$ cat config.mk
export PLATFORM = sky130hd
export DESIGN_NAME = jam_perm_sched
export DESIGN_NICKNAME = d
export VERILOG_FILES = /design/src/rtl/jam_perm_sched.sv
export SDC_FILE = /design/constraint.sdc
export NUM_CORES = 1
export LEC_CHECK = 0
export BUFFER_PORTS_ARGS = -buffer_cell sky130_fd_sc_hd__buf_2
export CELL_PAD_IN_SITES_DETAIL_PLACEMENT = 1
export CELL_PAD_IN_SITES_GLOBAL_PLACEMENT = 1
export CORE_ASPECT_RATIO = 1.1
export CORE_MARGIN = 2
export CORE_UTILIZATION = 45
export DETAILED_ROUTE_END_ITERATION = 8
export GPL_TIMING_DRIVEN = 0
export HOLD_SLACK_MARGIN = 0.05
export PLACE_DENSITY = 0.84
export SYNTH_ARGS = -nofsm -noshare
export SYNTH_HDL_FRONTEND = slang
export SYNTH_SLANG_ARGS = --single-unit
$ cat constraint.sdc
create_clock -name CLK -period 7 [get_ports CLK]
set_clock_uncertainty 0.15 [all_clocks]
set_input_delay 0 -clock CLK [delete_from_list [all_inputs] [get_ports CLK]]
set_output_delay 0 -clock CLK [all_outputs]
set_load 0.05 [all_outputs]
$ cat src/rtl/jam_perm_sched.sv
// Branch-and-bound cost scheduler: walks each candidate assignment over W/J, keeps min total and tie count.
// 11 cycles per full candidate (accept, NW issue, drain, compare); perm_ready only in IDLE, inputs held by sender.
module jam_perm_sched #(
    parameter int unsigned NW = 8,
    parameter int unsigned IW = 3,
    parameter int unsigned CW = 7,
    parameter int unsigned SW = 10
) (
    input  logic                 CLK,
    input  logic                 RST,
    input  logic [NW*IW-1:0]     perm,
    input  logic                 perm_valid,
    input  logic                 perm_last,
    output logic                 perm_ready,
    output logic [IW-1:0]        W,
    output logic [IW-1:0]        J,
    input  logic [CW-1:0]        Cost,
    output logic [SW-1:0]        MinCost,
    output logic [3:0]           MatchCount,
    output logic                 Valid
);

    localparam logic [2:0] ST_IDLE  = 3'd0;
    localparam logic [2:0] ST_ISSUE = 3'd1;
    localparam logic [2:0] ST_DRAIN = 3'd2;
    localparam logic [2:0] ST_CMP   = 3'd3;
    localparam logic [2:0] ST_DONE  = 3'd4;

    localparam logic [IW-1:0] I_LAST  = IW'(NW - 1);
    localparam logic [3:0]    CNT_MAX = 4'd15;

    logic [2:0]       state;
    logic [IW-1:0]    i;
    logic [SW-1:0]    sum;
    logic [SW-1:0]    sum_next;
    logic [NW*IW-1:0] perm_q;
    logic             last_q;
    logic             abort;
    logic [SW-1:0]    cost_ext;

    assign cost_ext = {{(SW - CW){1'b0}}, Cost};

    // Cost lags the address by one cycle, so index i-1 lands while i is issued
    always_comb begin
        sum_next = sum;
        case (state)
            ST_ISSUE: if (i != '0) sum_next = sum + cost_ext;
            ST_DRAIN: sum_next = sum + cost_ext;
            default:  sum_next = sum;
        endcase
    end

    // Strictly greater only: a tie with the current best must still be counted
    assign abort = (((state == ST_ISSUE) && (i != '0)) || (state == ST_DRAIN))
                   && (sum_next > MinCost);

    always_ff @(posedge CLK) begin
        if (RST) begin
            state      <= ST_IDLE;
            i          <= '0;
            sum        <= '0;
            perm_q     <= '0;
            last_q     <= 1'b0;
            MinCost    <= '1;
            MatchCount <= '0;
        end else begin
            case (state)
                ST_IDLE: begin
                    if (perm_valid) begin
                        perm_q <= perm;
                        last_q <= perm_last;
                        i      <= '0;
                        sum    <= '0;
                        state  <= ST_ISSUE;
                    end
                end
                ST_ISSUE: begin
                    if (abort) begin
                        state <= last_q ? ST_DONE : ST_IDLE;
                    end else begin
                        sum <= sum_next;
                        i   <= i + 1'b1;
                        if (i == I_LAST) state <= ST_DRAIN;
                    end
                end
                ST_DRAIN: begin
                    if (abort) begin
                        state <= last_q ? ST_DONE : ST_IDLE;
                    end else begin
                        sum   <= sum_next;
                        state <= ST_CMP;
                    end
                end
                ST_CMP: begin
                    if (sum < MinCost) begin
                        MinCost    <= sum;
                        MatchCount <= 4'd1;
                    end else if ((sum == MinCost) && (MatchCount != CNT_MAX)) begin
                        MatchCount <= MatchCount + 4'd1;
                    end
                    state <= last_q ? ST_DONE : ST_IDLE;
                end
                ST_DONE: state <= ST_DONE;
                default: state <= ST_IDLE;
            endcase
        end
    end

    assign perm_ready = (state == ST_IDLE) && !RST;
    assign W          = (state == ST_ISSUE) ? i : '0;
    assign J          = (state == ST_ISSUE) ? perm_q[i*IW +: IW] : '0;
    assign Valid      = (state == ST_DONE);

endmodule

=== Yosys cells after proc, flatten, opt, wreduce, memory -nomap -nowiden ===
Cells that the tools add are included.

* Logic and storage cells: 61
* Bits in registers: 55

* Muxes and demuxes: 18
* Eq/ne operators: 11
* Reduce and logical (&&, ||, !) cells: 18
* $add $sub $neg: 3
* Shift-type cells: 1
* $mul: 1
* Magnitude comparators: 2

{| class="wikitable"
|+ Operator list
! cell !! count
|-
| 10-bit one-hot mux with 2 select lines || 2
|-
| 10-bit 2-to-1 mux || 3
|-
| 3-bit 2-to-1 mux || 9
|-
| 24-bit by 6-bit variable part select with 3-bit output || 1
|-
| 3-bit one-hot mux with 5 select lines || 1
|-
| 10-bit by 7-bit adder with 10-bit output || 1
|-
| 10-bit == test || 1
|-
| 10-bit > comparator || 1
|-
| 10-bit less-than comparator || 1
|-
| 4-bit 2-to-1 mux || 2
|-
| 2-bit AND reduction || 4
|-
| 3-bit by 2-bit == test with 1-bit output (second input constant) || 2
|-
| 3-bit == test (second input constant) || 2
|-
| 2-bit != test (second input constant) || 3
|-
| 3-bit one-hot mux with 2 select lines || 1
|-
| 3-bit AND reduction || 2
|-
| 2-bit nonzero test || 3
|-
| 3-bit by 2-bit multiplier with 5-bit output (second input constant) || 1
|-
| 4-bit by 1-bit adder with 4-bit output (second input constant) || 1
|-
| 1-bit logical AND || 4
|-
| 4-bit != test (second input constant) || 1
|-
| 3-bit by 1-bit adder with 3-bit output (second input constant) || 1
|-
| 3-bit by 1-bit == test with 1-bit output (second input constant) || 1
|-
| 3-bit zero test || 1
|-
| 5 further kinds || 5
|}

=== Depth between registers and ports, before layout ===
* Depth after elaboration: 7
* Gate-level depth with buffers: 16
* Depth with buffers taken out: 15

=== Worst setup path after synthesis ===
Ideal clock, no wire load.

* Path kind: register -> register
* From: register i[0]
* To: register state[1]
* Arrival time: 3,521 ps
* Slack: 3,215 ps
* Period minus slack after synthesis: 3,785 ps
* Data required time: 6,735 ps
* Stages on the path, launching flop included: 16
* Path buffers: 2
* Setup time: 115 ps
* Cells stage by stage: dfxtp_1 > clkbuf_1 > inv_1 > ha_1 > nand2b_1 > a21oi_2 > nor2_1 > buf_2 > mux2_2 > ha_1 > a21o_1 > a21o_1 > a221o_1 > and2_1 > or2_1 > o21a_1

* Word-level cells in the longest chain between the ends: 7
* Elaborated cells between the ends (all ways): 13
* Classes of those cells: 1 x order compare; 2 x eq/ne; 5 x mux; 5 x reduce/logical

{| class="wikitable"
|+ RTL lines
! what !! RTL line !! source
|-
| from (decl) || 33 || <nowiki>logic [IW-1:0] i;</nowiki>
|-
| from (signal assigned) || 82 || <nowiki>i <= i + 1'b1;</nowiki>
|-
| 3-bit nonzero test || 47, 54 ||
|-
| 10-bit 2-to-1 mux || 47 || <nowiki>ST_ISSUE: if (i != '0) sum_next = sum + cost_ext;</nowiki>
|-
| 10-bit one-hot mux with 2 select lines || 46 || <nowiki>case (state)</nowiki>
|-
| 10-bit > comparator || 55 || <nowiki>&& (sum_next > MinCost);</nowiki>
|-
| 1-bit logical AND || 55 ||
|-
| 3-bit 2-to-1 mux (tied with other cells) || 87 || <nowiki>if (abort) begin</nowiki>
|-
| 3-bit one-hot mux with 5 select lines or 2-bit AND reduction (tied branches) || - ||
|-
| to (signal assigned) || 79 || <nowiki>state <= last_q ? ST_DONE : ST_IDLE;</nowiki>
|-
| to (signal assigned) || 88 || <nowiki>state <= last_q ? ST_DONE : ST_IDLE;</nowiki>
|-
| to (signal assigned) || 101 || <nowiki>state <= last_q ? ST_DONE : ST_IDLE;</nowiki>
|-
| to (decl) || 32 || <nowiki>logic [2:0] state;</nowiki>
|}

Several ways; a longest one is shown, not always the timed one.
A chain may end at the register's enable or synchronous reset.

=== Worst setup path after layout ===
* From: register i[0]
* To: register sum[5]

* Word-level cells in the longest chain between the ends: 7
* Elaborated cells between the ends (all ways): 11
* Classes of those cells: 1 x order compare; 1 x eq/ne; 4 x mux; 5 x reduce/logical

{| class="wikitable"
|+ RTL lines
! what !! RTL line !! source
|-
| 3-bit nonzero test (*) || 47, 54 ||
|-
| 10-bit 2-to-1 mux || 47 ||
|-
| 10-bit one-hot mux with 2 select lines || 46 ||
|-
| 10-bit > comparator || 55 ||
|-
| 1-bit logical AND || 55 ||
|-
| 2-bit != test (no source line) || - ||
|-
| 3-bit AND reduction (no source line) || - ||
|-
| to (signal assigned) || 81 || <nowiki>sum <= sum_next;</nowiki>
|-
| to (signal assigned) || 90 || <nowiki>sum <= sum_next;</nowiki>
|-
| to (decl) || 34 || <nowiki>logic [SW-1:0] sum;</nowiki>
|}

Every way passes the cells marked *; elsewhere a longest branch is shown, timed or not. The select of a mux whose other input is x is not followed.

==> metrics.md <==
| Metric | Value |
|---|---|
| Yosys reg bits | 55 |
| Max VDD drop | 129 uV |
| Placed wire-length estimate | 7310 um |
| RSZ-0062 raised after global routing | false |
| Reg area | approximately 1100 um2 |
| Largest net degree at the start of global routing | 16 |
| CP required | 7.11 ns |
| # fillers | 882 |
| Crit Path Class | register to register |
| Fin util | 57.8% |
| Area grow syn2layout | 23.9% |
| # H-tree levels | 2 |
| Peak Freq | 224 MHz |
| Core Region | between 7000 and 8000 um2 |
| Final wirelength | 10200 um |
| Gr ovfl total | 0 |
| I/O Pins | 57 |
| CTS sink cnt | between 50 and 60 |
| CP Capture Type | register |
| Max-slew violation count | 0 |
| Stages on worst setup path | 15 |
| Post-Place Cell Area | 3670 um2 |
| Placement Rows | 32 |
| Final ANT Viol Nets | 0 |
| Starting Density | 46.7% |
| CTS tree | yes |
| Most frequent CP cell | ha_1 |
| DR iter-0 viols | between 100 and 150 |
| Post-Syn Instances | 392 |
| Total CTS buffers | 5 |
| Wire per inst | 17.9 um |
| Net count after synthesis | approximately 460 |
| Slowest stage delay, CP | 0.52 ns |
| Min Hold Slack | 0.183 ns |
| Slowest library cell on the worst path | clkbuf_1 |
| Worst hold path type | primary input to register |
| Static Leakage | 1.93 nW |
| Vias in the first global route | 3523 |
| Area of combinational cells with multiple inputs | between 2000 and 2500 um2 |
| Die area | roughly 8000 um2 |
| Number of synthesized flops with an enable pin | 0 |
| Synth area leader | dfxtp_1 |
| Post-CTS sizing | 0 |
| Yosys warns | 0 |
| Clock transition at path regs | 0.10 ns |
| Cts hold-fix bufs | 30 |
| Post-placement cell count | ~530 |
| Max transition margin | between 50% and 60% |
| WP data arrival | 4.57 ns |
| Worst Tran Pin Value | ~0.67 ns |
| Crit start category | register |
| Final net count | 551 |
| Seq/Total Area, Yosys | around 33% |
| Pwr dens | 183 nW/um2 |
| CP Max Fanout | 10 |
| Crit path buffers/inverters | 3 |
| Reg2Reg Depth | 15 |
| Vias | 3230 |
| Port Buffers | 55 |
| Root Driver | clkbuf_8 |
| Crit path max-delay family | simple AND/OR/NAND/NOR gates |
| Fin crit share | between 60% and 70% |
| Non-filler cells, final | 569 |
| Layout cells sized above 1 | between 15 and 20% |
| Vias per cell | 5.68 |
| Worst hold stages | 4 |
| Placer Congestion | 0.901 |
| Clock Tree Buf Depth | 2 |
| Post-route DRC | 0 |
| Antenna violations before repair | 0 |
| Worst skew pair latency | approximately 0.31 ns |
| Global Route Usage Sum | 26.6% |
| Global-route wire length before repair | 16800 um |
| Final-report hold violation count | 0 |
| Max-cap violations | 0 |
| Antenna cells | 0 |
| Syn Std Cell Area | 3290 um2 |
| Prevailing post-synth register cell | dfxtp_1 |
| Drt pass-1 iters | 4 |
| Status | finished, final reports clean |
| Synthesized area per cell | 8.39 um2 |
| Final min period | 4.46 ns |
| Yosys top cell area share | 33.5% |
| Top post-synthesis cells by area | dfxtp_1 (33%), ha_1 (12%), nand2_1 (9.1%), a21oi_1 (5.9%), mux4_2 (4.1%) |
| Width of the die | 85.5 um |
| Worst path cell trace | clkbuf_1 > inv_1 > ha_1 > nand2b_1 > a21oi_2 > nor2_1 > buf_2 > mux2_2 > ha_1 > nand4_1 > nor3_1 > nor4_4 > a211oi_4 > and2_1 > a22o_1 |
| Setup Fix Bufs, Post-CTS | 0 |
| TNS Setup | 0 ns |
| Post-synthesis async set-or-reset flop share | 0% |
| Final instance area | 4070 um2 |
| Die H | 93.7 um |
| Final setup fails | 0 |
| Synth cell types | 49 |
[metal layers]
| layer | GRT usage [%] | share of wire, % | vias up |
|---|---|---|---|
| li1 | - | - | 1578 |
| met1 | 27.9 | 38 | 1561 |
| met2 | 52.9 | 55 | 72 |
| met3 | 3.78 | 3.4 | 19 |
| met4 | 9.26 | 2.7 | 0 |
| met5 | 0 | 0 | - |
[where the power goes]
group | leakage [nW] | internal (mW) | switching [mW]
clock | 0.0513 | 0.105 | 0.106
combinational | 1.43 | 0.0761 | 0.115
sequential | 0.448 | 0.330 | 0.0125
total | 1.93 | 0.512 | 0.233
[synthesized netlist by cell type, drive strengths merged (2+ instances only)]
| library cell | n |
|---|---|
| nand2 | 80 |
| dfxtp | 55 |
| a21oi | 41 |
| ha | 31 |
| inv | 24 |
| nor2 | 16 |
| clkbuf | 14 |
| o21ai | 11 |
| nor3 | 10 |
| a21o | 7 |
| o211ai | 7 |
| mux2i | 6 |
| mux4 | 6 |
| xnor2 | 6 |
| nand3 | 5 |
| a211oi | 4 |
| a22o | 4 |
| and2 | 4 |
| buf | 4 |
| mux2 | 4 |
| nand4 | 4 |
| o2111ai | 4 |
| o21a | 4 |
| a2bb2oi | 3 |
| a31oi | 3 |
| and3 | 3 |
| nand2b | 3 |
| nand3b | 3 |
| nor4 | 3 |
| o41ai | 3 |
| xor2 | 3 |
| a211o | 2 |
| nor3b | 2 |
| o31ai | 2 |
| or3 | 2 |
[worst register-to-register path, stage by stage (launching register included)]
cell and delay [ns]:
dfxtp_1 0.35, clkbuf_1 0.52, inv_1 0.15, ha_1 0.26, nand2b_1 0.09, a21oi_2 0.09, nor2_1 0.21, buf_2 0.29
mux2_2 0.37, ha_1 0.30, nand4_1 0.15, nor3_1 0.50, nor4_4 0.11, a211oi_4 0.44, and2_1 0.28, a22o_1 0.15
[flip-flops by register name (all words and copies together) (netlist names)]
register    cells
state           3
MatchCount      4
sum            10
MinCost        10
last_q          1
perm_q         24
i               3
[logic make-up (layout without fill, tap and decap cells)]
family	Yosys count	in the layout	synth area share, %
simple gates	139	139	19.5
xor+xnor	9	9	2.40
mux	16	16	7.31
flops	55	55	33.5
buf+inv	42	134	5.02
compound gates	99	99	19.9
fa+ha+maj	32	32	12.4
[stage by stage]
stage / setup WS, ns / power, mW
finish: 2.54 / 0.745
detailed placement: 2.59 / 0.525
global placement: 2.73 / 0.516
CTS: 2.49 / 0.745
floorplan: 3.21 / 0.473
global route: 2.11 / 0.781
[layout by cell type, fill, tap and decap left out, drive strengths merged, types with 7 or more instances in the layout]
master,netlist,final
nand2,80,80
buf,4,59
dfxtp,55,55
a21oi,41,41
ha,31,31
dlygate4sd3,0,30
inv,24,24
clkbuf,14,20
nor2,16,16
o21ai,11,11
nor3,10,10
a21o,7,7
o211ai,7,7
[path summary, 6_finish.rpt]
check	slack, ns	to	start
hold / removal	0.18	sum[5]	Cost[5]
setup / recovery	2.54	sum[5]	i[0]
hold reg to reg	0.32	perm_q[7]	perm_q[7]
setup reg to reg	2.54	sum[5]	i[0]
[final cells by class]
type	count	share of cell area, %
clock buffer	6	1.78
timing repair buffer	85	14.1
sequential	55	27.0
tap	85	2.61
buffer	18	1.84
inverter	24	2.21
multi-input combinational	295	49.6
clock inverter	1	0.737
Power figures use the tool's default switching activity.
